[config.mk]
export PLATFORM = sky130hd
export DESIGN_NAME = game_sequencer
export DESIGN_NICKNAME = d
export VERILOG_FILES = /design/src/rtl/game_sequencer.sv
export SDC_FILE = /design/constraint.sdc
export NUM_CORES = 1
export LEC_CHECK = 0
export CAP_MARGIN = 20
export CELL_PAD_IN_SITES_DETAIL_PLACEMENT = 1
export CELL_PAD_IN_SITES_GLOBAL_PLACEMENT = 2
export CORE_MARGIN = 2
export CORE_UTILIZATION = 34
export DETAILED_ROUTE_END_ITERATION = 6
export PLACE_DENSITY_LB_ADDON = 0.3
export SETUP_SLACK_MARGIN = 0.02
export SLEW_MARGIN = 40
export SYNTH_ARGS = -nofsm -noshare
export SYNTH_HDL_FRONTEND = slang
export SYNTH_SLANG_ARGS = --single-unit
export TNS_END_PERCENT = 10
[constraint.sdc]
create_clock -name clk -period 2.7 [get_ports clk]
set_input_delay 0.27 -clock clk [delete_from_list [all_inputs] [get_ports clk]]
set_output_delay 0.27 -clock clk [all_outputs]
set_load 0.02 [all_outputs]
[src/rtl/game_sequencer.sv]
// game_sequencer: frame-level game controller (collisions, score, level, lives, game states)
module game_sequencer #(
  parameter int LIVES      = 3,
  parameter int HIT_FRAMES = 60,
  parameter int LEVEL_STEP = 8,
  parameter int MAX_LEVEL  = 7,
  parameter int SCORE_W    = 10
) (
  input  logic               clk,
  input  logic               reset_n,
  input  logic               vsync,
  input  logic               blank_b,
  input  logic               rpixel,
  input  logic               apixel,
  input  logic               asteroid_done,
  input  logic               start_key,
  output logic [1:0]         state,
  output logic [2:0]         lives,
  output logic [SCORE_W-1:0] score,
  output logic [3:0]         level,
  output logic [3:0]         speed,
  output logic               freeze,
  output logic               flash,
  output logic               spawn_req,
  output logic               frame_tick
);
  localparam logic [1:0] IDLE = 2'd0, PLAY = 2'd1, HIT = 2'd2, OVER = 2'd3;

  logic [2:0] vs;
  logic       tick, start_prev, start_ev, coll_l, done_l, spawn_n;
  logic [1:0] state_n;
  logic [7:0] timer, dodge_cnt;

  // vs[1:0] is the synchronizer, vs[2] remembers the previous synchronized level
  assign tick     = vs[2] & ~vs[1];
  assign start_ev = tick & start_key & ~start_prev;
  assign speed    = level + 4'd1;

  // vsync synchronizer and registered frame pulse
  always_ff @(posedge clk or negedge reset_n)
    if (!reset_n) begin
      vs         <= 3'b111;
      frame_tick <= 1'b0;
      spawn_req  <= 1'b0;
    end else begin
      vs         <= {vs[1:0], vsync};
      frame_tick <= tick;
      spawn_req  <= spawn_n;
    end

  // state register
  always_ff @(posedge clk or negedge reset_n)
    if (!reset_n) state <= IDLE;
    else          state <= state_n;

  // next-state decision, only on frame ticks
  always_comb begin
    state_n = state;
    if (tick)
      unique case (state)
        IDLE:    state_n = start_ev ? PLAY : IDLE;
        PLAY:    state_n = coll_l ? ((lives == 3'd1) ? OVER : HIT) : PLAY;
        HIT:     state_n = (timer == 8'd0) ? PLAY : HIT;
        default: state_n = start_ev ? IDLE : OVER;
      endcase
  end

  // state-derived outputs and the respawn request for the coming tick
  always_comb begin
    freeze  = state != PLAY;
    flash   = (state == HIT) & timer[2];
    spawn_n = tick & (((state == IDLE) & start_ev) |
                      ((state == PLAY) & ~coll_l & done_l) |
                      ((state == HIT) & (timer == 8'd0)));
  end

  // per-frame latches, counters and game bookkeeping
  always_ff @(posedge clk or negedge reset_n)
    if (!reset_n) begin
      start_prev <= 1'b0;
      coll_l     <= 1'b0;
      done_l     <= 1'b0;
      lives      <= 3'(LIVES);
      score      <= '0;
      level      <= 4'd0;
      dodge_cnt  <= 8'd0;
      timer      <= 8'd0;
    end else if (tick) begin
      start_prev <= start_key;
      coll_l     <= 1'b0;
      done_l     <= 1'b0;
      unique case (state)
        PLAY:
          if (coll_l) begin
            lives <= lives - 3'd1;
            timer <= 8'(HIT_FRAMES - 1);
          end else if (done_l) begin
            score     <= (score == '1) ? score : score + 1'b1;
            dodge_cnt <= (dodge_cnt == 8'(LEVEL_STEP - 1)) ? 8'd0 : dodge_cnt + 8'd1;
            level     <= ((dodge_cnt == 8'(LEVEL_STEP - 1)) && (level < 4'(MAX_LEVEL))) ? level + 4'd1 : level;
          end
        HIT:
          timer <= (timer == 8'd0) ? timer : timer - 8'd1;
        OVER:
          if (start_ev) begin
            lives     <= 3'(LIVES);
            score     <= '0;
            level     <= 4'd0;
            dodge_cnt <= 8'd0;
          end
        default: ;
      endcase
    end else begin
      coll_l <= coll_l | ((state == PLAY) & rpixel & apixel & blank_b);
      done_l <= done_l | ((state == PLAY) & asteroid_done);
    end
endmodule
==> results.json, run 1 <==
{
  "timing.final.hold_violations": 0,
  "antenna_violating_nets_post_route": 0,
  "vias_per_cell": 5.40,
  "crit_arrival_ns": 1.90,
  "setup_slack_ns": 0.529,
  "post_detailed_placement_half_perimeter_wirelength_microns": 4360,
  "drt_pass1_iterations": 4,
  "grt-ovfl-total": 0,
  "met3RoutedLength_microns": 192,
  "num-nets-final": 292,
  "timing.fmax_mhz": 461,
  "hp-class": "reg -> reg",
  "critPathRequiredTime_ns": 2.43,
  "timing.max_slew.rel_slack_pct": 49.4,
  "instance_count_of_the_mapped_netlist": 241,
  "crit_path_start_kind": "register",
  "worst_r2r_startpoint": "score[0]",
  "rows": 30,
  "finalSetupViolations": 0,
  "detail_route.drc_violations": 0,
  "cts_made_buffers": 5,
  "clk_path_buf_depth": 2,
  "dr_total_vias": 2018,
  "synth_cell_types": 55,
  "fin_crit_ns": 2.17,
  "post_synthesis_register_bit_count": 43,
  "wire_length_of_the_first_global_routing_pass_microns": 10400,
  "number_of_antenna_violations_at_the_first_check_in_global_routing": 0,
  "routed.top_layer": "met4",
  "grt.total_usage_pct": 17.4,
  "min_from": "vs[0]",
  "yosys_warnings": 0,
  "placeableCoreArea_sq_mm": 0.00683,
  "synth_compound_area_share_pct": 21.1,
  "clkTransAtPathRegs_ns": 0.08,
  "vdd_ir_drop_max_mv": 0.417,
  "largest_family_of_logic_cells_by_synthesized_area": "compound AO/OA/AOI/OAI gates",
  "drt_first_iter_violations": 37,
  "syn_to_final_growth_pct": 22.0,
  "post_synth_mux_area_share_pct": 3.02,
  "worst-r2r-cell-count": 5,
  "power-per-cell-area_mw_per_mm2": 1120,
  "clock_tree.htree_level_count": 2,
  "n_fill_cell": 800,
  "n_antenna_cell": 0,
  "post-route-period-util_pct": 80.4,
  "drt_wl_total_microns": 6100,
  "die_y_microns": 88.0,
  "rsz0062_at_grt": "false",
  "dieArea_sq_mm": 0.00775,
  "postCtsSetupRepairBufs": 0,
  "synth_commonest_cells": "sky130_fd_sc_hd__dfrtp_1 (38), sky130_fd_sc_hd__nor2_1 (18), sky130_fd_sc_hd__nand2_1 (14)",
  "cts.repair.resized": 0,
  "tightest_slew_ns": 0.757,
  "setup-tns-final_ns": 0,
  "grt_start_max_net_pins": 44,
  "synth_top_area_cell": "sky130_fd_sc_hd__dfrtp_1",
  "p_leak_nw": 1.23,
  "port_buffers": 34,
  "synthArstFlopShare_pct": 100,
  "synth-xor-area-share_pct": 1.82,
  "wl_per_cell_microns": 16.3,
  "synth.top_cells.by_area": "sky130_fd_sc_hd__dfrtp_1 (40%), sky130_fd_sc_hd__dfstp_2 (5.5%), sky130_fd_sc_hd__ha_1 (3.6%)",
  "multiInputGateArea_sq_mm": 0.00121,
  "first_global_vias": 2089,
  "dominant_cell_by_count_in_the_synthesized_netlist": "sky130_fd_sc_hd__dfrtp_1",
  "pin_count": 35,
  "pre_cts_slack_ns": 0.452,
  "synth_fp_nets": 256,
  "gp_congestion": 0.747,
  "synth-simple-area-share_pct": 20.7,
  "outcome": "completed",
  "die_width_microns": 88.0,
  "initial_core_util_pct": 35.1,
  "timing.critical_path.fanout_max": 7,
  "cts_tree": "done",
  "ff_latch_area_sq_mm": 0.00108,
  "ws_path_type": "reg -> out",
  "insertion_delay_of_the_later_clocked_pin_in_the_worst_skew_pair_ns": 0.30,
  "clockRootBuffer": "sky130_fd_sc_hd__clkbuf_8",
  "met1Wirelength_microns": 2930,
  "synth-edff-count": 0,
  "synth-adder-area-share_pct": 3.65,
  "finClkSkew_ns": 0.00356,
  "synth.cell_area_sq_mm": 0.00240,
  "synth.avg_cell_area_sq_um": 9.96,
  "reg2reg_end": "score[7]",
  "synth-seq-area-share_pct": 45.1,
  "synth_largest_type_area_fraction_pct": 39.6,
  "min_path_cells": 0,
  "drv.max_cap_violation_count": 0,
  "min_to": "vs[1]",
  "clock_sink_count": 43,
  "timing.critical_path.to_type": "output port",
  "post_route_cells_drive_above_1_share_pct": 10.4,
  "slew_violations": 0,
  "worst-r2r-setup-slack_ns": 0.58,
  "yosys_most_used_dff": "sky130_fd_sc_hd__dfrtp_1",
  "met2_wirelength_microns": 2940
}
[per-stage QoR]
step           hold WS [ns]  power [W]  util (%)  instance area (sq um)  std cells
2_1_floorplan       -0.0256    0.00219         -                   2400        241
3_3_place_gp          0.346    0.00285      41.5                   2830        365
3_5_place_dp          0.312    0.00289      41.5                   2840        365
4_1_cts               0.360    0.00332      42.9                   2930        374
5_1_grt               0.365    0.00356      42.9                   2930        374
6_report              0.364    0.00327      42.9                   2930        374
[metal layers]
| layer | GRT usage (%) | up-vias |
|---|---|---|
| met4 | 4.55 | 0 |
| li1 | - | 975 |
| met5 | 0 | - |
| met2 | 28.9 | 28 |
| met1 | 23.1 | 1011 |
| met3 | 3.86 | 4 |
[critical path: stages, from the launching register on]
cell                              delay (ns)
sky130_fd_sc_hd__dfrtp_1                0.50
sky130_fd_sc_hd__nor2b_1                0.40
sky130_fd_sc_hd__inv_1                  0.12
sky130_fd_sc_hd__clkdlybuf4s50_1        0.58
[what timing repair did]
action                     4_1_cts  5_1_grt
setup endpoints to repair        0        0
hold buffers                     1        0
hold endpoints to repair        38        0
[worst max-delay path by stage]
| stage | startpoint | end | slack, ns | cells past startpoint |
|---|---|---|---|---|
| 2_1_floorplan | score[0] | score[7] | 0.50 | 7 |
| 3_3_place_gp | start_key | level[0] | 0.51 | 6 |
| 3_5_place_dp | start_key | level[0] | 0.45 | 6 |
| 4_1_cts | state[1] | freeze | 0.49 | 3 |
| 5_1_grt | state[1] | freeze | 0.42 | 3 |
| 6_report | state[0] | freeze | 0.53 | 3 |
[sequential cells by signal, indices dropped and copies added (netlist names)]
register    cells
spawn_req       1
frame_tick      1
score          10
start_prev      1
done_l          1
timer           8
level           4
dodge_cnt       8
lives           3
vs              3
coll_l          1
state           2
[logic make-up (layout without fill, tap and decap cells)]
kind of cell	after synthesis	count (layout)
adders and majority gates	7	7
and+or+nand+nor	88	88
muxes	7	7
AOI/OAI and AO/OA	68	68
buffers and inverters	23	60
xor gates and xnor gates	5	5
DFF	43	43
[cells in the final DEF (no fill, tap or decap), types with 6 or more instances in the layout]
cell / instances
sky130_fd_sc_hd__dfrtp_1: 38
sky130_fd_sc_hd__clkdlybuf4s50_1: 33
sky130_fd_sc_hd__nor2_1: 18
sky130_fd_sc_hd__nand2_1: 14
sky130_fd_sc_hd__a21oi_1: 11
sky130_fd_sc_hd__inv_1: 10
sky130_fd_sc_hd__o31ai_1: 9
sky130_fd_sc_hd__nand3_1: 8
sky130_fd_sc_hd__o21ai_0: 8
sky130_fd_sc_hd__o41ai_1: 8
sky130_fd_sc_hd__ha_1: 7
sky130_fd_sc_hd__buf_4: 7
sky130_fd_sc_hd__nand2b_1: 6
sky130_fd_sc_hd__a22o_1: 6
[area by class of cell]
type / instances / area share (%)
tap: 96 / 4.10
sequential: 43 / 37.0
clock buffer: 5 / 2.35
multi-input combinational: 175 / 41.3
clock inverter: 3 / 0.513
timing repair buffer: 41 / 13.4
inverter: 11 / 1.41
[where the power goes]
group          switching (W)  total (W)  internal, W
Clock               0.000236   0.000414     0.000178
Sequential          0.000313    0.00120     0.000883
Combinational       0.000905    0.00166     0.000756
Total                0.00145    0.00327      0.00182
No activity file was read; power rests on OpenSTA's default activity.
==> run 2: changes to the inputs <==
==> constraint.sdc (replaced) <==
create_clock -name clk -period 2.15 [get_ports clk]
set_input_delay 0.215 -clock clk [delete_from_list [all_inputs] [get_ports clk]]
set_output_delay 0.215 -clock clk [all_outputs]
set_load 0.02 [all_outputs]
==> results.json, run 2 (synthesis gave the netlist of run 1 again) <==
{
  "largest_register_ff_count": 10,
  "reg_top3": "score: 10 flops, dodge_cnt: 8 flops, timer: 8 flops",
  "drt_wl_total_microns": 6030,
  "crit_path_start_kind": "register",
  "reg2reg_end": "score[7]",
  "first_global_vias": 2057,
  "n_antenna_cell": 0,
  "post-route-util_pct": 44.3,
  "drv.max_cap_violation_count": 0,
  "critPathRequiredTime_ns": 1.93,
  "final.hold.worst_slack_ns": -0.00912,
  "setup-tns-final_ns": 0,
  "crit_path_max_incr_delay_ns": 0.60,
  "slew_violations": 0,
  "power-per-cell-area_mw_per_mm2": 1410,
  "rsz0062_at_grt": "true",
  "vdd_ir_drop_max_mv": 0.436,
  "pre_cts_slack_ns": 0.0701,
  "placeableCoreArea_sq_mm": 0.00683,
  "p_leak_nw": 1.28,
  "antenna_violating_nets_post_route": 0,
  "detail_route.drc_violations": 0,
  "worst_r2r_startpoint": "score[0]",
  "holdBufCountCts": 0,
  "met1Wirelength_microns": 2930,
  "routed.top_layer": "met4",
  "syn_to_final_growth_pct": 26.1,
  "post_detailed_placement_half_perimeter_wirelength_microns": 4380,
  "timing.critical_path.to_type": "output port",
  "cts_made_buffers": 5,
  "pin_count": 35,
  "worst-r2r-setup-slack_ns": 0.15,
  "drt_pass1_iterations": 4,
  "cts_tree": "done",
  "critical-path-slowest-cell": "sky130_fd_sc_hd__clkdlybuf4s50_1",
  "insertion_delay_of_the_later_clocked_pin_in_the_worst_skew_pair_ns": 0.30,
  "inst_count_dp": 375,
  "regMostFlops": "score",
  "timing.fmax_mhz": 489,
  "finClkSkew_ns": 0.00981,
  "n_fill_cell": 787,
  "met2_wirelength_microns": 2850,
  "clock_sink_count": 43,
  "rows": 30,
  "met3RoutedLength_microns": 169,
  "clk_path_buf_depth": 2,
  "post_route_cells_drive_above_1_share_pct": 14.6,
  "finalSetupViolations": 0,
  "grt-ovfl-total": 0,
  "most-common-layout-cells": "sky130_fd_sc_hd__dfrtp_1 (36), sky130_fd_sc_hd__clkdlybuf4s50_1 (33), sky130_fd_sc_hd__nor2_1 (18), sky130_fd_sc_hd__buf_4 (16), sky130_fd_sc_hd__nand2_1 (14)",
  "ws_path_type": "reg -> out",
  "postCtsSetupRepairBufs": 0,
  "timing.max_slew.rel_slack_pct": 62.0,
  "wire_length_of_the_first_global_routing_pass_microns": 10300,
  "clock_tree.htree_level_count": 2,
  "layout_commonest_cell": "sky130_fd_sc_hd__dfrtp_1",
  "port_buffers": 34,
  "clkTransAtPathRegs_ns": 0.09,
  "timing.critical_path.fanout_max": 11,
  "fin_cells": 383,
  "post-route-period-util_pct": 95.1,
  "tightest_slew_ns": 0.570,
  "number_of_antenna_violations_at_the_first_check_in_global_routing": 0,
  "critical_path.cell_chain": "buf_4, and3_1, clkdlybuf4s50_1",
  "die_y_microns": 88.0,
  "setup_slack_ns": 0.105,
  "num-nets-final": 301,
  "dr_total_vias": 2036,
  "outcome": "finished, violations left",
  "worst-r2r-cell-count": 5,
  "wl_per_cell_microns": 15.7,
  "crit_arrival_ns": 1.83,
  "fin_crit_ns": 2.05,
  "hp-class": "in -> async",
  "drt_first_iter_violations": 51,
  "violations_in_the_final_reports": "negative hold slack",
  "grt_start_max_net_pins": 44,
  "gp_congestion": 0.750,
  "grt.total_usage_pct": 17.1,
  "die_width_microns": 88.0,
  "timing.final.hold_violations": 24,
  "vias_per_cell": 5.32,
  "clockRootBuffer": "sky130_fd_sc_hd__clkbuf_8",
  "dieArea_sq_mm": 0.00775,
  "initial_core_util_pct": 35.1
}
## run 2: changes by cell type in the layout (fill, tap and decap cells not counted), sizes merged
cell and delta:
buf +10, clkinv -3, clkbuf +2, clkinvlp +1, dlygate4sd3 -1
## run 2: final cells by class
cell class,instances,area (sq um),area share (%)
inverter,11,41.3,1.36
clock buffer,7,96.3,3.18
clock inverter,1,7.51,0.248
tap,96,120,3.97
sequential,43,1080,35.8
timing repair buffer,50,455,15.0
multi-input combinational,175,1220,40.4
## run 2: timing repair
| item | 4_1_cts | 5_1_grt |
|---|---|---|
| resized for setup | 0 | 1 |
| endpoints found under the hold margin | 0 | 0 |
| setup endpoints to repair | 0 | 2 |
## run 2: critical path, delay by kind of cell, from the launching register on
kind / cells / cell delay, ns
buf+inv: 2 / 0.81
simple gates: 1 / 0.16
flops: 1 / 0.56
## run 2: metrics by stage
stage          hold slack [ns]  area [sq um]  power [W]
2_1_floorplan          -0.0806          2410    0.00276
3_3_place_gp             0.342          2910    0.00366
3_5_place_dp             0.342          2910    0.00371
4_1_cts                 0.0101          3020    0.00431
5_1_grt                 0.0410          3030    0.00463
6_report              -0.00912          3030    0.00428
## run 2: metal layers
metal / GRT usage [%] / up-vias
met4: 5.23 / 0
met1: 22.9 / 1011
met3: 3.49 / 6
met2: 27.9 / 29
met5: 0 / -
li1: - / 990
## run 2: where the power goes
part	internal (W)	switching, W	total (W)
Clock	0.000292	0.000288	0.000580
Combinational	0.00103	0.00121	0.00224
Sequential	0.00111	0.000346	0.00146
## run 2: worst max path at each step
| stage | start | to | slack [ns] | depth (start not counted) |
|---|---|---|---|---|
| 2_1_floorplan | score[0] | score[7] | 0.02 | 7 |
| 3_3_place_gp | start_key | score[7] | 0.13 | 5 |
| 5_1_grt | level[0] | speed[2] | 0.003 | 3 |
| 3_5_place_dp | start_key | score[7] | 0.07 | 5 |
| 4_1_cts | state[1] | flash | 0.08 | 3 |
| 6_report | state[1] | flash | 0.10 | 3 |
==> run 3: changes to the inputs <==
--- a/config.mk
+++ b/config.mk
@@ -9,8 +9,10 @@
 export CELL_PAD_IN_SITES_DETAIL_PLACEMENT = 1
 export CELL_PAD_IN_SITES_GLOBAL_PLACEMENT = 2
 export CORE_MARGIN = 2
-export CORE_UTILIZATION = 34
+export CORE_UTILIZATION = 35
+export CTS_BUF_LIST = sky130_fd_sc_hd__clkbuf_4 sky130_fd_sc_hd__clkbuf_8
 export DETAILED_ROUTE_END_ITERATION = 6
+export MAX_ROUTING_LAYER = met4
 export PLACE_DENSITY_LB_ADDON = 0.3
 export SETUP_SLACK_MARGIN = 0.02
 export SLEW_MARGIN = 40
==> results.json, run 3 (synthesis gave the netlist of run 1 again) <==
{
  "outcome": "finished, violations left",
  "violations_in_the_final_reports": "negative hold slack",
  "timing.critical_path.to_type": "output port",
  "cp.buffers_inverters": 3,
  "power.total_w": 0.00425,
  "timing.max_slew.rel_slack_pct": 61.3,
  "antenna_violating_nets_post_route": 0,
  "crit_path_max_incr_delay_ns": 0.60,
  "rows": 30,
  "die_y_microns": 86.8,
  "layout_commonest_cell": "sky130_fd_sc_hd__dfrtp_1",
  "finClkSkew_ns": 0.00590,
  "n_fill_cell": 747,
  "gp_congestion": 0.764,
  "vdd_ir_drop_max_mv": 0.479,
  "power-per-cell-area_mw_per_mm2": 1420,
  "insertion_delay_of_the_later_clocked_pin_in_the_worst_skew_pair_ns": 0.29,
  "cts.repair.resized": 0,
  "vias_per_cell": 5.60,
  "timing.critical_path.max_delay_family": "buffers and inverters",
  "worst_r2r_startpoint": "score[0]",
  "most-common-layout-cells": "sky130_fd_sc_hd__dfrtp_1 (36), sky130_fd_sc_hd__clkdlybuf4s50_1 (33), sky130_fd_sc_hd__nor2_1 (18), sky130_fd_sc_hd__buf_4 (17), sky130_fd_sc_hd__nand2_1 (14)",
  "reg2reg_end": "score[7]",
  "rsz0062_at_grt": "false",
  "cts_made_buffers": 5,
  "finalSetupViolations": 0,
  "post_detailed_placement_half_perimeter_wirelength_microns": 4410,
  "clkTransAtPathRegs_ns": 0.08,
  "ws_path_type": "reg -> out",
  "first_global_vias": 2106,
  "regMostFlops": "score",
  "dieArea_sq_mm": 0.00754,
  "reg_top3": "score: 10 flops, dodge_cnt: 8 flops, timer: 8 flops",
  "post_route_cells_drive_above_1_share_pct": 14.9,
  "largest_register_ff_count": 10,
  "critical_path.cell_chain": "buf_4, inv_1, and3_1, clkdlybuf4s50_1",
  "dr_total_vias": 2061,
  "wire_length_of_the_first_global_routing_pass_microns": 10500,
  "worst-r2r-cell-count": 5,
  "grt.total_usage_pct": 18.1,
  "tightest_slew_ns": 0.581,
  "critical-path-slowest-cell": "sky130_fd_sc_hd__clkdlybuf4s50_1",
  "cts_tree": "done",
  "timing.critical_path.fanout_max": 7,
  "clockRootBuffer": "sky130_fd_sc_hd__clkbuf_8",
  "p_leak_nw": 1.27,
  "hp-class": "in -> async",
  "initial_core_util_pct": 35.7,
  "detail_route.drc_violations": 0,
  "clock_sink_count": 43,
  "syn_to_final_growth_pct": 24.5,
  "drt_wl_total_microns": 6140,
  "wl_per_cell_microns": 16.7,
  "timing.critical_path.depth": 4,
  "final.hold.worst_slack_ns": -0.00584,
  "postCtsSetupRepairBufs": 0,
  "slew_violations": 0,
  "fin_crit_ns": 2.03,
  "crit_arrival_ns": 1.81,
  "holdBufCountCts": 0,
  "critPathRequiredTime_ns": 1.93,
  "setup.worst_path.start": "state[0]",
  "num-nets-final": 302,
  "number_of_antenna_violations_at_the_first_check_in_global_routing": 0,
  "post-route-period-util_pct": 94.3,
  "grt-ovfl-total": 0,
  "timing.fmax_mhz": 493,
  "drt_pass1_iterations": 4,
  "clk_path_buf_depth": 2,
  "placeableCoreArea_sq_mm": 0.00672,
  "pin_count": 35,
  "crit_path_start_kind": "register",
  "clock_tree.htree_level_count": 2,
  "grt_start_max_net_pins": 44,
  "die_width_microns": 86.8,
  "worst-r2r-setup-slack_ns": 0.13,
  "port_buffers": 34,
  "timing.final.hold_violations": 3,
  "n_antenna_cell": 0,
  "drv.max_cap_violation_count": 0,
  "drt_first_iter_violations": 59
}
## run 3: power breakdown
group	switching, W	internal [W]
Clock	0.000279	0.000254
Sequential	0.000324	0.00111
Combinational	0.00123	0.00104
Total	0.00184	0.00241
## run 3: how the worst max path moves through the flow
stage | endpoint | slack (ns)
global placement | score[7] | 0.08
floorplan | score[7] | 0.02
detailed placement | score[5] | -0.0006
global route | flash | 0.02
finish | flash | 0.12
CTS | score[7] | 0.06
## run 3: worst register-to-register path, cell delays in order, from the launching register on
cell and delay, ns:
sky130_fd_sc_hd__dfrtp_2 0.45, sky130_fd_sc_hd__ha_2 0.22, sky130_fd_sc_hd__and4_4 0.21, sky130_fd_sc_hd__and4_4 0.22, sky130_fd_sc_hd__or4_4 0.50, sky130_fd_sc_hd__o41ai_2 0.32
## run 3: metal layers
metal	part of all wire [%]	vias to the layer above	global-route usage (%)
met5	0	-	-
met2	48	41	28.3
li1	-	999	-
met1	48	1016	24.5
met3	2.8	5	3.14
met4	1.1	0	4.26
## run 3: per-stage QoR
step / worst slack (ns) / util (%) / std cells / area [sq um] / TNS [ns]
after CTS: 0.0555 / 44.5 / 368 / 2990 / 0
after detailed placement: -0.000589 / 43.2 / 360 / 2900 / -0.000589
after global routing: 0.0206 / 44.5 / 368 / 2990 / 0
after global placement: 0.0817 / 43.2 / 360 / 2900 / 0
after floorplan: 0.0244 / - / 241 / 2410 / 0
final: 0.122 / 44.5 / 368 / 2990 / 0
## run 3: area by class of cell
| class | instances | area [sq um] | area share [%] |
|---|---|---|---|
| Clock buffer | 7 | 83.8 | 2.80 |
| Clock inverter | 1 | 5.00 | 0.167 |
| Inverter | 11 | 41.3 | 1.38 |
| Multi-Input combinational cell | 175 | 1210 | 40.5 |
| Sequential cell | 43 | 1080 | 36.3 |
| Tap cell | 80 | 100 | 3.35 |
| Timing Repair Buffer | 51 | 463 | 15.5 |
